<file path="src/rtl/kalman_pkg.sv">
// kalman_pkg: shared types and constants for the Kalman update sequencer.
//   seq_state_t : sequencer FSM states
//   AXIS_RP     : axis tag for a roll/pitch pass
//   AXIS_YAW    : axis tag for a yaw pass
package kalman_pkg;

    typedef enum logic [2:0] {
        IDLE,
        START_RP,
        START_YAW,
        RUN,
        DONE,
        ABORT
    } seq_state_t;

    localparam logic AXIS_RP  = 1'b0;
    localparam logic AXIS_YAW = 1'b1;

endpackage

</file>
<file path="src/rtl/flex_counter.sv">
// flex_counter: generic up-counter with synchronous clear and programmable
// rollover value.
//   clk, n_rst    : clock, asynchronous active-low reset
//   clear         : synchronous clear to 0 (highest priority)
//   count_enable  : increment when high
//   rollover_val  : last value before the count wraps back to 1
//   count_out     : current count
//   rollover_flag : high while count_out equals rollover_val
module flex_counter #(
    parameter int NUM_CNT_BITS = 4
) (
    input  logic                    clk,
    input  logic                    n_rst,
    input  logic                    clear,
    input  logic                    count_enable,
    input  logic [NUM_CNT_BITS-1:0] rollover_val,
    output logic [NUM_CNT_BITS-1:0] count_out,
    output logic                    rollover_flag
);

    logic [NUM_CNT_BITS-1:0] count_q, count_d;

    always_comb begin
        count_d = count_q;
        if (clear) begin
            count_d = '0;
        end else if (count_enable) begin
            if (count_q == rollover_val) begin
                count_d = NUM_CNT_BITS'(1);
            end else begin
                count_d = count_q + NUM_CNT_BITS'(1);
            end
        end
    end

    always_ff @(posedge clk or negedge n_rst) begin
        if (!n_rst) begin
            count_q <= '0;
        end else begin
            count_q <= count_d;
        end
    end

    assign count_out     = count_q;
    assign rollover_flag = (count_q == rollover_val);

endmodule

</file>
<file path="src/rtl/kalman_sequencer.sv">
// kalman_sequencer: arbitrates IMU sample-ready pulses into single-cycle filter
// start pulses, watches each pass with a watchdog, and holds the result
// handshake for the downstream attitude consumer.
//   clk, n_rst        : clock, asynchronous active-low reset
//   ag_ready          : accel/gyro sample pulse (requests a roll/pitch pass)
//   mag_ready         : magnetometer sample pulse (requests a yaw pass)
//   kalman_done       : pass-complete pulse from the filter timer
//   out_ack           : downstream accepts the held result
//   err_clr           : clears the sticky error flags
//   clear             : timer/datapath clear strobe
//   roll_pitch_enable : roll/pitch pass start pulse
//   yaw_enable        : yaw pass start pulse
//   load_samples      : latch sensor registers into the filter inputs
//   result_valid      : result held until out_ack
//   result_axis       : axis of the held result (0 roll/pitch, 1 yaw)
//   busy              : high whenever not IDLE
//   overrun_err       : sticky, a request arrived while already pending
//   timeout_err       : sticky, a pass was aborted by the watchdog
//   pass_count        : completed passes, wrapping
module kalman_sequencer
    import kalman_pkg::*;
#(
    parameter int TIMEOUT  = 80,
    parameter int CNT_BITS = 8
) (
    input  logic                clk,
    input  logic                n_rst,
    input  logic                ag_ready,
    input  logic                mag_ready,
    input  logic                kalman_done,
    input  logic                out_ack,
    input  logic                err_clr,
    output logic                clear,
    output logic                roll_pitch_enable,
    output logic                yaw_enable,
    output logic                load_samples,
    output logic                result_valid,
    output logic                result_axis,
    output logic                busy,
    output logic                overrun_err,
    output logic                timeout_err,
    output logic [CNT_BITS-1:0] pass_count
);

    localparam int                 WD_BITS = 7;
    localparam logic [WD_BITS-1:0] WD_LAST = WD_BITS'(TIMEOUT - 1);

    seq_state_t          state_q, state_d;
    logic                pend_rp_q, pend_rp_d;
    logic                pend_yaw_q, pend_yaw_d;
    logic                overrun_q, overrun_d;
    logic                timeout_q, timeout_d;
    logic                axis_q, axis_d;
    logic [CNT_BITS-1:0] pass_count_q, pass_count_d;

    logic                in_start_rp, in_start_yaw;
    logic                overrun_set, timeout_set;
    logic                wd_clear, wd_enable, wd_expired;
    logic [WD_BITS-1:0]  wd_count;
    logic                wd_count_unused;

    // The watchdog's rollover value is the abort threshold, so its flag is
    // exactly the "watchdog == TIMEOUT-1" condition during RUN.
    flex_counter #(
        .NUM_CNT_BITS (WD_BITS)
    ) u_watchdog (
        .clk           (clk),
        .n_rst         (n_rst),
        .clear         (wd_clear),
        .count_enable  (wd_enable),
        .rollover_val  (WD_LAST),
        .count_out     (wd_count),
        .rollover_flag (wd_expired)
    );

    assign wd_count_unused = ^wd_count;

    always_comb begin
        state_d           = state_q;
        axis_d            = axis_q;
        pass_count_d      = pass_count_q;
        clear             = 1'b0;
        roll_pitch_enable = 1'b0;
        yaw_enable        = 1'b0;
        load_samples      = 1'b0;
        result_valid      = 1'b0;
        result_axis       = 1'b0;
        busy              = (state_q != IDLE);
        wd_clear          = 1'b0;
        wd_enable         = 1'b0;

        in_start_rp  = (state_q == START_RP);
        in_start_yaw = (state_q == START_YAW);

        // A new pulse wins over the clear in the flag's own START cycle.
        pend_rp_d  = ag_ready  | (pend_rp_q  & ~in_start_rp);
        pend_yaw_d = mag_ready | (pend_yaw_q & ~in_start_yaw);

        overrun_set = (ag_ready  & pend_rp_q  & ~in_start_rp) |
                      (mag_ready & pend_yaw_q & ~in_start_yaw);
        timeout_set = (state_q == ABORT);

        overrun_d = overrun_set | (overrun_q & ~err_clr);
        timeout_d = timeout_set | (timeout_q & ~err_clr);

        case (state_q)
            IDLE: begin
                if (pend_rp_q) begin
                    state_d = START_RP;
                end else if (pend_yaw_q) begin
                    state_d = START_YAW;
                end
            end
            START_RP: begin
                clear             = 1'b1;
                load_samples      = 1'b1;
                roll_pitch_enable = 1'b1;
                axis_d            = AXIS_RP;
                wd_clear          = 1'b1;
                state_d           = RUN;
            end
            START_YAW: begin
                clear        = 1'b1;
                load_samples = 1'b1;
                yaw_enable   = 1'b1;
                axis_d       = AXIS_YAW;
                wd_clear     = 1'b1;
                state_d      = RUN;
            end
            RUN: begin
                wd_enable = 1'b1;
                if (kalman_done) begin
                    state_d      = DONE;
                    pass_count_d = pass_count_q + CNT_BITS'(1);
                end else if (wd_expired) begin
                    state_d = ABORT;
                end
            end
            DONE: begin
                result_valid = 1'b1;
                result_axis  = axis_q;
                if (out_ack) begin
                    state_d = IDLE;
                end
            end
            ABORT: begin
                clear   = 1'b1;
                state_d = IDLE;
            end
            default: begin
                state_d = IDLE;
            end
        endcase

        overrun_err = overrun_q;
        timeout_err = timeout_q;
        pass_count  = pass_count_q;
    end

    always_ff @(posedge clk or negedge n_rst) begin
        if (!n_rst) begin
            state_q      <= IDLE;
            pend_rp_q    <= 1'b0;
            pend_yaw_q   <= 1'b0;
            overrun_q    <= 1'b0;
            timeout_q    <= 1'b0;
            axis_q       <= AXIS_RP;
            pass_count_q <= '0;
        end else begin
            state_q      <= state_d;
            pend_rp_q    <= pend_rp_d;
            pend_yaw_q   <= pend_yaw_d;
            overrun_q    <= overrun_d;
            timeout_q    <= timeout_d;
            axis_q       <= axis_d;
            pass_count_q <= pass_count_d;
        end
    end

endmodule

</file>
<file path="config.mk">
export PLATFORM = sky130hd
export DESIGN_NAME = kalman_sequencer
export DESIGN_NICKNAME = d
export VERILOG_FILES = /design/src/rtl/kalman_pkg.sv /design/src/rtl/flex_counter.sv /design/src/rtl/kalman_sequencer.sv
export SDC_FILE = /design/constraint.sdc
export NUM_CORES = 1
export LEC_CHECK = 0
export BUFFER_PORTS_ARGS = -buffer_cell sky130_fd_sc_hd__buf_2
export CORE_ASPECT_RATIO = 0.75
export CORE_MARGIN = 2
export CORE_UTILIZATION = 47
export CTS_CLUSTER_DIAMETER = 120
export DETAILED_ROUTE_END_ITERATION = 12
export HOLD_SLACK_MARGIN = 0.05
export PLACE_DENSITY = 0.71
export SETUP_SLACK_MARGIN = 0.2
export SKIP_CTS_REPAIR_TIMING = 1
export SLEW_MARGIN = 20
export SYNTH_ARGS = -nofsm -noshare
export SYNTH_HDL_FRONTEND = slang
export SYNTH_SLANG_ARGS = --single-unit
</file>
<file path="constraint.sdc">
create_clock -name clk -period 2 [get_ports clk]
set_clock_uncertainty 0.1 [all_clocks]
set_input_delay 0.4 -clock clk [delete_from_list [all_inputs] [get_ports clk]]
set_output_delay 0.4 -clock clk [all_outputs]
set_load 0.05 [all_outputs]
</file>
Yosys cells after proc, flatten, opt, wreduce, memory -nomap -nowiden
Cells that the tools add are included.

storage, ports and cells
  word-level logic and storage cells = 60
  bits of input ports = 7
  output and inout port bits = 17
  bits in registers = 23

operators by class
  reduce and logical (&&, ||, !) cells = 8
  bitwise logic cells = 16
  equality and inequality tests = 9
  add/subtract/negate cells = 2
  multiplexer cells = 17

operators with widths
  kind                                            number
  2-to-1 mux 7 bit                                3
  2-to-1 mux 3 bit                                5
  case mux 3 bit (4 select lines)                 1
  adder 8 x 1 -> 8 bit (second input constant)    1
  bitwise AND 1 bit                               8
  adder 7 x 1 -> 7 bit (second input constant)    1
  == test 7 bit (second input constant)           1
  2-to-1 mux 1 bit                                7
  == test 3 x 2 -> 1 bit (second input constant)  2
  == test 3 bit (second input constant)           2
  OR 1 bit                                        5
  nonzero test 2 bit                              2
  == test 3 x 1 -> 1 bit (second input constant)  1
  zero test 3 bit                                 1
  != test 3 x 2 -> 1 bit (second input constant)  1
  != test 3 bit (second input constant)           1
  inverter 1 bit                                  3
  AND reduction 3 bit                             1
  nonzero test 3 bit                              1
  OR reduction 3 bit                              1
  != test 2 bit (second input constant)           1
  case mux 1 bit (2 select lines)                 1
  AND reduction 2 bit                             1
  OR reduction 2 bit                              1

Logic depth before layout (Yosys ltp)
Gate-level depths: netlist (run 1).

  depth in word-level cells = 5
  depth in mapped cells = 6
  gate-level depth less buffers = 5

Cells and area by module
A second synthesis (run 1) with hierarchy kept.

second synthesis, totals
  cell total of the unflattened synthesis = 128
  area, all modules = 1296.2 um2

modules (own cells, without submodules)
  module            instances  cells an instance  sequential area each (um2)  area each (um2)
  kalman_sequencer  1          78                 400.4                       797.0
  flex_counter      1          50                 175.2                       499.2

Worst setup path after synthesis (run 1)
No wires, ideal clock.

  path type = flip-flop to output port
  from = reg state_q[1]
  to = out clear
  required time = 1.500 ns
  path buffers = 1
  slack = -0.157 ns
  stages on the path, launching flop included = 3
  data arrival time = 1.657 ns
  path through = dfrtp_1 -> buf_4 -> o21ai_0

on the way
  longest elaborated chain between the ends = 3

RTL lines
  what                                            RTL line                 text
  start, declared                                 kalman_sequencer.sv:48   seq_state_t state_q, state_d;
  start signal, assigned                          kalman_sequencer.sv:170  state_q <= state_d;
  == test 3 x 1 -> 1 bit (tied with other cells)  kalman_sequencer.sv:106  case (state_q)
  OR reduction 3 bit (no source line) *           n/a
  2-to-1 mux 1 bit *                              kalman_sequencer.sv:106
  end, declared                                   kalman_sequencer.sv:33   output logic clear,

Mark *: on every way between the ends. The rest lies on a longest branch, timed or not.

Final worst setup path (run 1)
  from = reg state_q[1]
  to = out busy

on the way
  longest elaborated chain between the ends = 1

RTL lines
  what                RTL line                text
  nonzero test 3 bit  kalman_sequencer.sv:88  busy = (state_q != IDLE);
  end, declared       kalman_sequencer.sv:39  output logic busy,

Every way passes these cells.

==> results of run 1 <==
power breakdown:
group | internal (mW) | total, mW | leakage [nW] | switching, mW
clock network | 0.0749 | 0.218 | 0.0177 | 0.143
logic | 0.541 | 1.43 | 0.409 | 0.894
registers | 0.611 | 0.756 | 0.290 | 0.145
state kept, by name, summed over array words and instances (netlist names):
register,flops
axis_q,1
overrun_err,1
pass_count,8
pend_rp_q,1
pend_yaw_q,1
state_q,3
timeout_err,1
u_watchdog.count_out,7
routing by layer:
metal	share of wire, %	routed length, um	GRT usage, %	vias up
met5	0	0	0	-
met4	0	0	3.83	0
met3	5.7	137	5.51	0
met2	47	1140	26.3	28
met1	47	1120	23.4	447
li1	-	-	-	481
through the flow:
stage                     power (mW)  TNS, ps  cells  worst slack (ps)  hold slack (ps)
after CTS                       2.19     -138    178             -49.7            -51.6
after global placement          1.95        0    174               340              301
after floorplan                 1.72        0    118               217             4.41
final                           2.41        0    185              43.1              153
after detailed placement        1.98        0    174               326              311
after global routing            2.57        0    185              4.37              144
area by class of cell:
class                      instances  area (um^2)
fill                             202          851
clock buffer                       3         22.5
sequential                        23          577
multi-input combinational         83          556
inverter                           8         30.0
clock inverter                     1         5.00
tap                               34         42.5
timing repair buffer              33          244
cell usage in the layout, fill, tap and decap left out, types with 5 or more instances in the layout:
master   Yosys  final
nand3_1     10     10
inv_1        8      8
nand2_1     12     11
xnor2_1      6      6
buf_4        1      8
dfrtp_1     23     22
buf_2        0     16
o21ai_0      9      8
buf_6        1      5
cells by family (layout without fill, tap and decap cells):
group           count (synthesis)  in the layout
simple gates                   50             50
fa+ha+maj                       2              2
flops                          23             23
buf+inv                        12             45
mux                             1              1
compound gates                 23             23
xor+xnor                        7              7
how the worst max path moves through the flow:
stage | slack (ps) | endpoint | depth (start not counted) | start
2_1_floorplan | 220 | roll_pitch_enable | 3 | state_q[1]$_DFFE_PN0P_
3_3_place_gp | 340 | result_axis | 4 | state_q[1]$_DFFE_PN0P_
3_5_place_dp | 330 | busy | 3 | state_q[1]$_DFFE_PN0P_
4_1_cts | -50 | result_axis | 4 | state_q[1]$_DFFE_PN0P_
5_1_grt | 4 | busy | 3 | state_q[1]$_DFFE_PN0P_
6_report | 40 | busy | 3 | state_q[1]$_DFFE_PN0P_
worst max-delay path: stages (launching register included):
cell	delay [ps]
dfrtp_1	440
buf_6	150
or3_4	390
buf_8	160
==> flow_summary.yaml, run 1 <==
layout:
  layout.nets: 161
  layout-drive-gt1-share_pct: 31.1
  final_util_pct: 63.4
  area_growth_pct: 26.1
  antenna_cells: 0
  final_cell_area_um2: 1480
min_path:
  hold_depth: 2
  hold-path-endpoint: "timeout_err$_DFF_PN0_"
  min-delay-start: "err_clr"
  hold_path.class: "primary input to register"
die:
  die_h_um: 47.2
  die-width_um: 61.6
  num_rows: 15
  pin_count: 24
  start_util_pct: 50.3
  die_area_um2: 2910
  core-area_um2: 2330
sta:
  rsz0062_at_grt: "yes"
  maxSlewViolCount: 0
  tightest_slew_ps: 500
  setup_viol: 0
  period_needed_ps: 1960
  hold_viol: 0
  timing.fmax_mhz: 511
  period_share_pct: 97.8
  slew_headroom_pct: 66.7
clock_network:
  cts_buffers: 3
  clockBufferDepth: 2
  insertion_delay_ps: 320
  cts_tree: "built"
  cts.sinks: 23
  clkTransAtPathRegs_ps: 130
  htree_levels: 1
  root_buffer: "clkbuf_4"
logic_synthesis:
  yosysMostFrequentCell: "dfrtp_1"
  syn-num-nets: 127
  yosysTopAreaCell: "dfrtp_1"
  synth_area_leaders: "dfrtp_1 (49%), xnor2_1 (4.5%), nand3_1 (4.3%)"
  synth_top_cell_area_share_pct: 49.1
  yosys.area_share.simple_pct: 25.3
  netlist_area_um2: 1170
  synth-adder-area-share_pct: 2.14
  yosys_warnings: 0
  synthFlopType: "dfrtp_1"
  synthMuxAreaShare_pct: 0.855
  synth_xor_xnor_area_share_pct: 5.24
  synth_top_family_by_area: "simple AND/OR/NAND/NOR gates"
  async_flop_share_pct: 100
  syn_area_per_cell_um2: 9.92
  synth_common_cells: "dfrtp_1 (23), nand2_1 (12), nand3_1 (10)"
  synth_enable_flop_cells: 0
  syn_inst: 118
  ys_seq_area_share_pct: 49.1
  synth_seq_cells: 23
  synth_compound_area_share_pct: 12.5
  yosysUniqueCellTypes: 37
drt:
  viasPerCell: 5.17
  route.detailed.drc: 0
  drt_iter0_drc: 46
  vias: 956
  routed_wl_um: 2390
  ant_nets: 0
  wl_per_cell_um: 12.9
  firstDrtPassIters: 4
global_route:
  grt_pass1_wl_um: 3620
  grt_max_degree: 24
  grt_use_total_pct: 17.0
  grt_pass1_vias: 853
  antenna_found_initial: 0
  overflow: 0
run_status:
  run_status: "completed"
critical_path:
  path_class: "register to primary output"
  crit_path_start_kind: "register"
  end_kind: "primary output"
  cp_max_fo: 9
  arrival_ps: 1460
  required_ps: 1500
  regToRegStartpoint: "state_q[2]$_DFFE_PN0P_"
  rr_worst_depth: 5
  r2r-end: "pass_count[4]$_DFFE_PN0P_"
  r2r_slack_ps: 380
pwr:
  power_leakage_nw: 0.717
  p_per_area_nw_per_um2: 1630
  irDropWorstVdd_mv: 1.55
run:
  drv_cap: 0
placement:
  portBuffers: 23
  place.gp.congestion: 0.756
  dp_hpwl_um: 1660
  post_dp_cell_area_um2: 1330
Power figures use the tool's default switching activity.
==> inputs of run 2 (changes only) <==
--- a/config.mk
+++ b/config.mk
@@ -5,6 +5,7 @@
 export SDC_FILE = /design/constraint.sdc
 export NUM_CORES = 1
 export LEC_CHECK = 0
+export ABC_AREA = 1
 export BUFFER_PORTS_ARGS = -buffer_cell sky130_fd_sc_hd__buf_2
 export CORE_ASPECT_RATIO = 0.75
 export CORE_MARGIN = 2
@@ -12,7 +13,7 @@
 export CTS_CLUSTER_DIAMETER = 120
 export DETAILED_ROUTE_END_ITERATION = 12
 export HOLD_SLACK_MARGIN = 0.05
-export PLACE_DENSITY = 0.71
+export PLACE_DENSITY = 0.7
 export SETUP_SLACK_MARGIN = 0.2
 export SKIP_CTS_REPAIR_TIMING = 1
 export SLEW_MARGIN = 20
==> run 2 against run 1 <==
Against the previous run: worst hold slack improved by 44 ps; synthesized area up 9.1%; wire length grew 5.3%; worst setup slack improved by 180 ps; synthesized cell count is 42% higher; sequential share of layout area decreased by 2.6 points; design area rose by 7.5%; largest cell class is now multi-input combinational cells.
==> flow_summary.yaml, run 2 <==
layout:
  area_growth_pct: 24.2
  layout-drive-gt1-share_pct: 24.6
  largest_reg_flops: 8
  antenna_cells: 0
  fin_cells: 235
  final_cell_mix: "nand2_1 (54), inv_1 (27), dfrtp_1 (21), buf_2 (16), nand3_1 (13)"
  layout.nets: 209
  layout_commonest_cell: "nand2_1"
  final_cell_area_um2: 1590
drt:
  route.detailed.drc: 0
  ant_nets: 0
  vias: 1126
  firstDrtPassIters: 4
  routed_wl_um: 2520
  drt_iter0_drc: 36
  viasPerCell: 4.79
  wl_per_cell_um: 10.7
logic_synthesis:
  synth_common_cells: "nand2_1 (56), inv_1 (29), dfrtp_1 (23)"
  synth_top_cell_area_share_pct: 45.1
  yosysTopAreaCell: "dfrtp_1"
  yosys_warnings: 0
  synthFlopType: "dfrtp_1"
  synth_seq_cells: 23
  syn_inst: 168
  syn_area_per_cell_um2: 7.60
  ys_seq_area_share_pct: 45.1
  netlist_area_um2: 1280
  synth_enable_flop_cells: 0
  synth_area_leaders: "dfrtp_1 (45%), nand2_1 (16%), inv_1 (8.5%)"
  yosysMostFrequentCell: "nand2_1"
  async_flop_share_pct: 100
  yosysUniqueCellTypes: 22
  syn-num-nets: 177
min_path:
  hold_depth: 3
  hold_path.class: "primary input to register"
clock_network:
  cts_buffers: 3
  cts.sinks: 23
  cts_tree: "built"
  root_buffer: "clkbuf_4"
  clockBufferDepth: 2
  htree_levels: 1
  clkTransAtPathRegs_ps: 120
  insertion_delay_ps: 300
sta:
  slew_headroom_pct: 66.2
  setup_viol: 0
  timing.fmax_mhz: 562
  period_share_pct: 88.9
  finalSetupTns_ps: 0
  holdWs_ps: 197
  hold_viol: 0
  period_needed_ps: 1780
  tightest_slew_ps: 508
  rsz0062_at_grt: "yes"
  maxSlewViolCount: 0
placement:
  post_dp_cell_area_um2: 1430
  dp.cells: 226
  dp_hpwl_um: 1880
  portBuffers: 23
  place.gp.congestion: 0.781
critical_path:
  path_class: "register to primary output"
  end_kind: "primary output"
  critical_path.cell_chain: "nor2_4, nand2_2, nor2_2, buf_6"
  cp_max_fo: 5
  slowest_stage: "dfrtp_2"
  required_ps: 1500
  slowest_delay_ps: 490
  rr_worst_depth: 6
  crit_path_start_kind: "register"
  arrival_ps: 1280
pwr:
  irDropWorstVdd_mv: 0.736
  power_leakage_nw: 0.894
  p_per_area_nw_per_um2: 1490
  total_power_mw: 2.36
die:
  start_util_pct: 49.1
  core-area_um2: 2600
  die_h_um: 49.2
  num_rows: 16
  die-width_um: 64.2
  die_area_um2: 3160
  pin_count: 24
global_route:
  overflow: 0
  antenna_found_initial: 0
  grt_max_degree: 24
  grt_use_total_pct: 16.9
  grt_pass1_wl_um: 4200
  grt_pass1_vias: 976
run_status:
  run_status: "completed"
run:
  drv_cap: 0
## run 2: cell types whose count changed in the layout (fill, tap and decap cells not counted), sizes merged, moves of 3 or more
cell,previous run,this run
nand3,10,16
nor2,5,15
nand2,12,58
buf,31,27
xor2,1,4
inv,8,30
and3,4,0
or3,3,0
a21oi,4,0
xnor2,6,3
## run 2: worst max-delay path, delay by kind of cell (launching register included)
kind | cells | cell delay [ps]
flip-flops | 1 | 490
buffers and inverters | 1 | 170
AND/OR/NAND/NOR | 3 | 320
## run 2: layout make-up
cell class                      instances  area, um^2
Clock buffer                            3        22.5
Clock inverter                          1        5.00
Fill cell                             223        1020
Inverter                               30         115
Multi-Input combinational cell        114         618
Sequential cell                        23         578
Tap cell                               36        45.0
Timing Repair Buffer                   28         203
## run 2: per-stage QoR
stage               utilization (%)  setup slack (ps)
global placement               54.9               454
global route                   61.0               110
detailed placement             54.9               402
finish                         61.0               221
CTS                            56.0              36.7
floorplan                         -               382
## run 2: kinds of logic after synthesis
| group | share of synthesized area [%] |
|---|---|
| buffers and inverters | 9.70 |
| adder cells (fa/ha/maj) | 1.96 |
| flip-flops | 45.1 |
| AO/OA/AOI/OAI | 4.70 |
| XOR/XNOR | 5.39 |
| AND/OR/NAND/NOR | 33.2 |
## run 2: layer usage
layer  GRT usage (%)  share of wire [%]  routed length (um)
met1            22.0                 46                1170
met2            28.0                 47                1190
met3            6.00                6.0                 152
met4            2.13               0.40                  10
met5               0                  0                   0
## run 2: report_power, final
| part | switching [mW] | internal (mW) | leakage (nW) |
|---|---|---|---|
| Combinational | 0.946 | 0.455 | 0.585 |
| Sequential | 0.152 | 0.599 | 0.292 |
| Clock | 0.131 | 0.0746 | 0.0177 |
| Total | 1.23 | 1.13 | 0.894 |
## run 2: final timing paths
path | slack (ps) | end | start
max | 220 | result_axis | state_q[0]$_DFFE_PN0P_
min | 200 | pend_yaw_q$_DFF_PN0_ | mag_ready
max reg2reg | 330 | pass_count[7]$_DFFE_PN0P_ | state_q[0]$_DFFE_PN0P_
min reg2reg | 410 | overrun_err$_DFF_PN0_ | overrun_err$_DFF_PN0_
max in group asynchronous | 960 | state_q[0]$_DFFE_PN0P_ | n_rst
min in group asynchronous | 470 | axis_q$_DFFE_PN0P_ | n_rst
==> inputs of run 3 (changes only) <==
--- a/config.mk
+++ b/config.mk
@@ -14,6 +14,7 @@
 export DETAILED_ROUTE_END_ITERATION = 12
 export HOLD_SLACK_MARGIN = 0.05
 export PLACE_DENSITY = 0.7
+export REMOVE_ABC_BUFFERS = 1
 export SETUP_SLACK_MARGIN = 0.2
 export SKIP_CTS_REPAIR_TIMING = 1
 export SLEW_MARGIN = 20
==> run 3 against run 2 <==
Against the previous run: design area up 0.16%; highest routed layer unchanged; critical path type unchanged; largest power group unchanged; power up 1.2%; clock power up 4%; global-route usage about the same; critical path depth unchanged.
==> flow_summary.yaml, run 3 (synthesized netlist as in run 2, its figures left out) <==
drt:
  viasPerCell: 4.84
  drt_iter0_drc: 98
  firstDrtPassIters: 5
  vias: 1143
  route.detailed.drc: 0
  routed_wl_um: 2660
  wl_per_cell_um: 11.3
  ant_nets: 0
clock_network:
  clockBufferDepth: 2
  htree_levels: 1
  root_buffer: "clkbuf_4"
  cts.sinks: 23
  insertion_delay_ps: 310
  cts_tree: "built"
  clkTransAtPathRegs_ps: 120
  cts_buffers: 3
critical_path:
  arrival_ps: 1270
  regToRegStartpoint: "state_q[2]$_DFFE_PN0P_"
  r2r-end: "pass_count[2]$_DFFE_PN0P_"
  end_kind: "primary output"
  r2r_slack_ps: 360
  required_ps: 1500
  rr_worst_depth: 5
  cp_max_fo: 4
  path_class: "register to primary output"
  crit_path_start_kind: "register"
global_route:
  antenna_found_initial: 0
  grt_pass1_vias: 1021
  grt_pass1_wl_um: 4200
  grt_max_degree: 24
  grt_use_total_pct: 16.9
  overflow: 0
layout:
  largest_reg_flops: 8
  layout-drive-gt1-share_pct: 24.0
  final_util_pct: 61.1
  layout_commonest_cell: "nand2_1"
  layout.nets: 210
  final_cell_mix: "nand2_1 (55), inv_1 (28), dfrtp_1 (21), buf_2 (17), nand3_1 (13)"
  antenna_cells: 0
  area_growth_pct: 24.4
pwr:
  p_per_area_nw_per_um2: 1500
  power_leakage_nw: 0.899
  total_power_mw: 2.39
  irDropWorstVdd_mv: 0.739
min_path:
  hold_depth: 3
  min-delay-start: "mag_ready"
  hold-path-endpoint: "pend_yaw_q$_DFF_PN0_"
  hold_path.class: "primary input to register"
sta:
  period_share_pct: 88.5
  hold_viol: 0
  maxSlewViolCount: 0
  rsz0062_at_grt: "yes"
  slew_headroom_pct: 65.6
  timing.fmax_mhz: 565
  period_needed_ps: 1770
  setup_viol: 0
  finalSetupTns_ps: 0
  tightest_slew_ps: 516
die:
  start_util_pct: 49.1
  die-width_um: 64.2
  core-area_um2: 2600
  pin_count: 24
  die_area_um2: 3160
  die_h_um: 49.2
  num_rows: 16
placement:
  dp_hpwl_um: 1850
  portBuffers: 23
  place.gp.congestion: 0.927
run:
  drv_cap: 0
run_status:
  run_status: "completed"
-- run 3: cell count changes in the layout (fill, tap and decap cells not counted) --
cell and change:
nand2_1 +1, buf_4 +1, nand2_2 -1, inv_1 +1, buf_6 -2, buf_2 +1, buf_8 +1, inv_2 -1
-- run 3: final cells by class --
cell class                 count  area [um^2]
multi-input combinational    114          616
clock buffer                   3         22.5
timing repair buffer          29          208
clock inverter                 1         5.00
inverter                      30          115
fill                         221         1010
tap                           36         45.0
sequential                    23          578
-- run 3: metal layers --
layer,up-vias,track usage (%),routed length [um]
met2,26,29.2,1330
met5,-,0,0
met4,0,3.55,41
li1,582,-,-
met3,4,4.16,117
met1,531,21.6,1170
-- run 3: power breakdown --
part,switching (mW),internal (mW),total [mW]
clock network,0.140,0.0748,0.215
logic,0.971,0.458,1.43
registers,0.143,0.599,0.743
total,1.25,1.13,2.39
-- run 3: critical path: stages (launching register included) --
cell,delay [ps]
dfrtp_2,470
buf_4,160
nand3_4,100
nand2_4,70
buf_8,150
-- run 3: worst max path at each step --
stage	startpoint	to	slack, ps	depth (start not counted)
final	state_q[0]$_DFFE_PN0P_	load_samples	230	4
after floorplan	state_q[1]$_DFFE_PN0P_	result_axis	170	3
after CTS	state_q[0]$_DFFE_PN0P_	result_axis	50	4
after global placement	state_q[0]$_DFFE_PN0P_	result_axis	450	4
after global routing	state_q[0]$_DFFE_PN0P_	result_axis	130	4
after detailed placement	state_q[0]$_DFFE_PN0P_	result_axis	420	4
-- run 3: through the flow --
stage               cells  setup slack [ps]  hold WS, ps  instance area [um^2]
detailed placement    226               419          297                  1430
floorplan             167               166         4.41                  1270
finish                236               230          187                  1590
CTS                   230              50.9        -55.6                  1450
global placement      226               454          301                  1430
global route          236               133          161                  1590
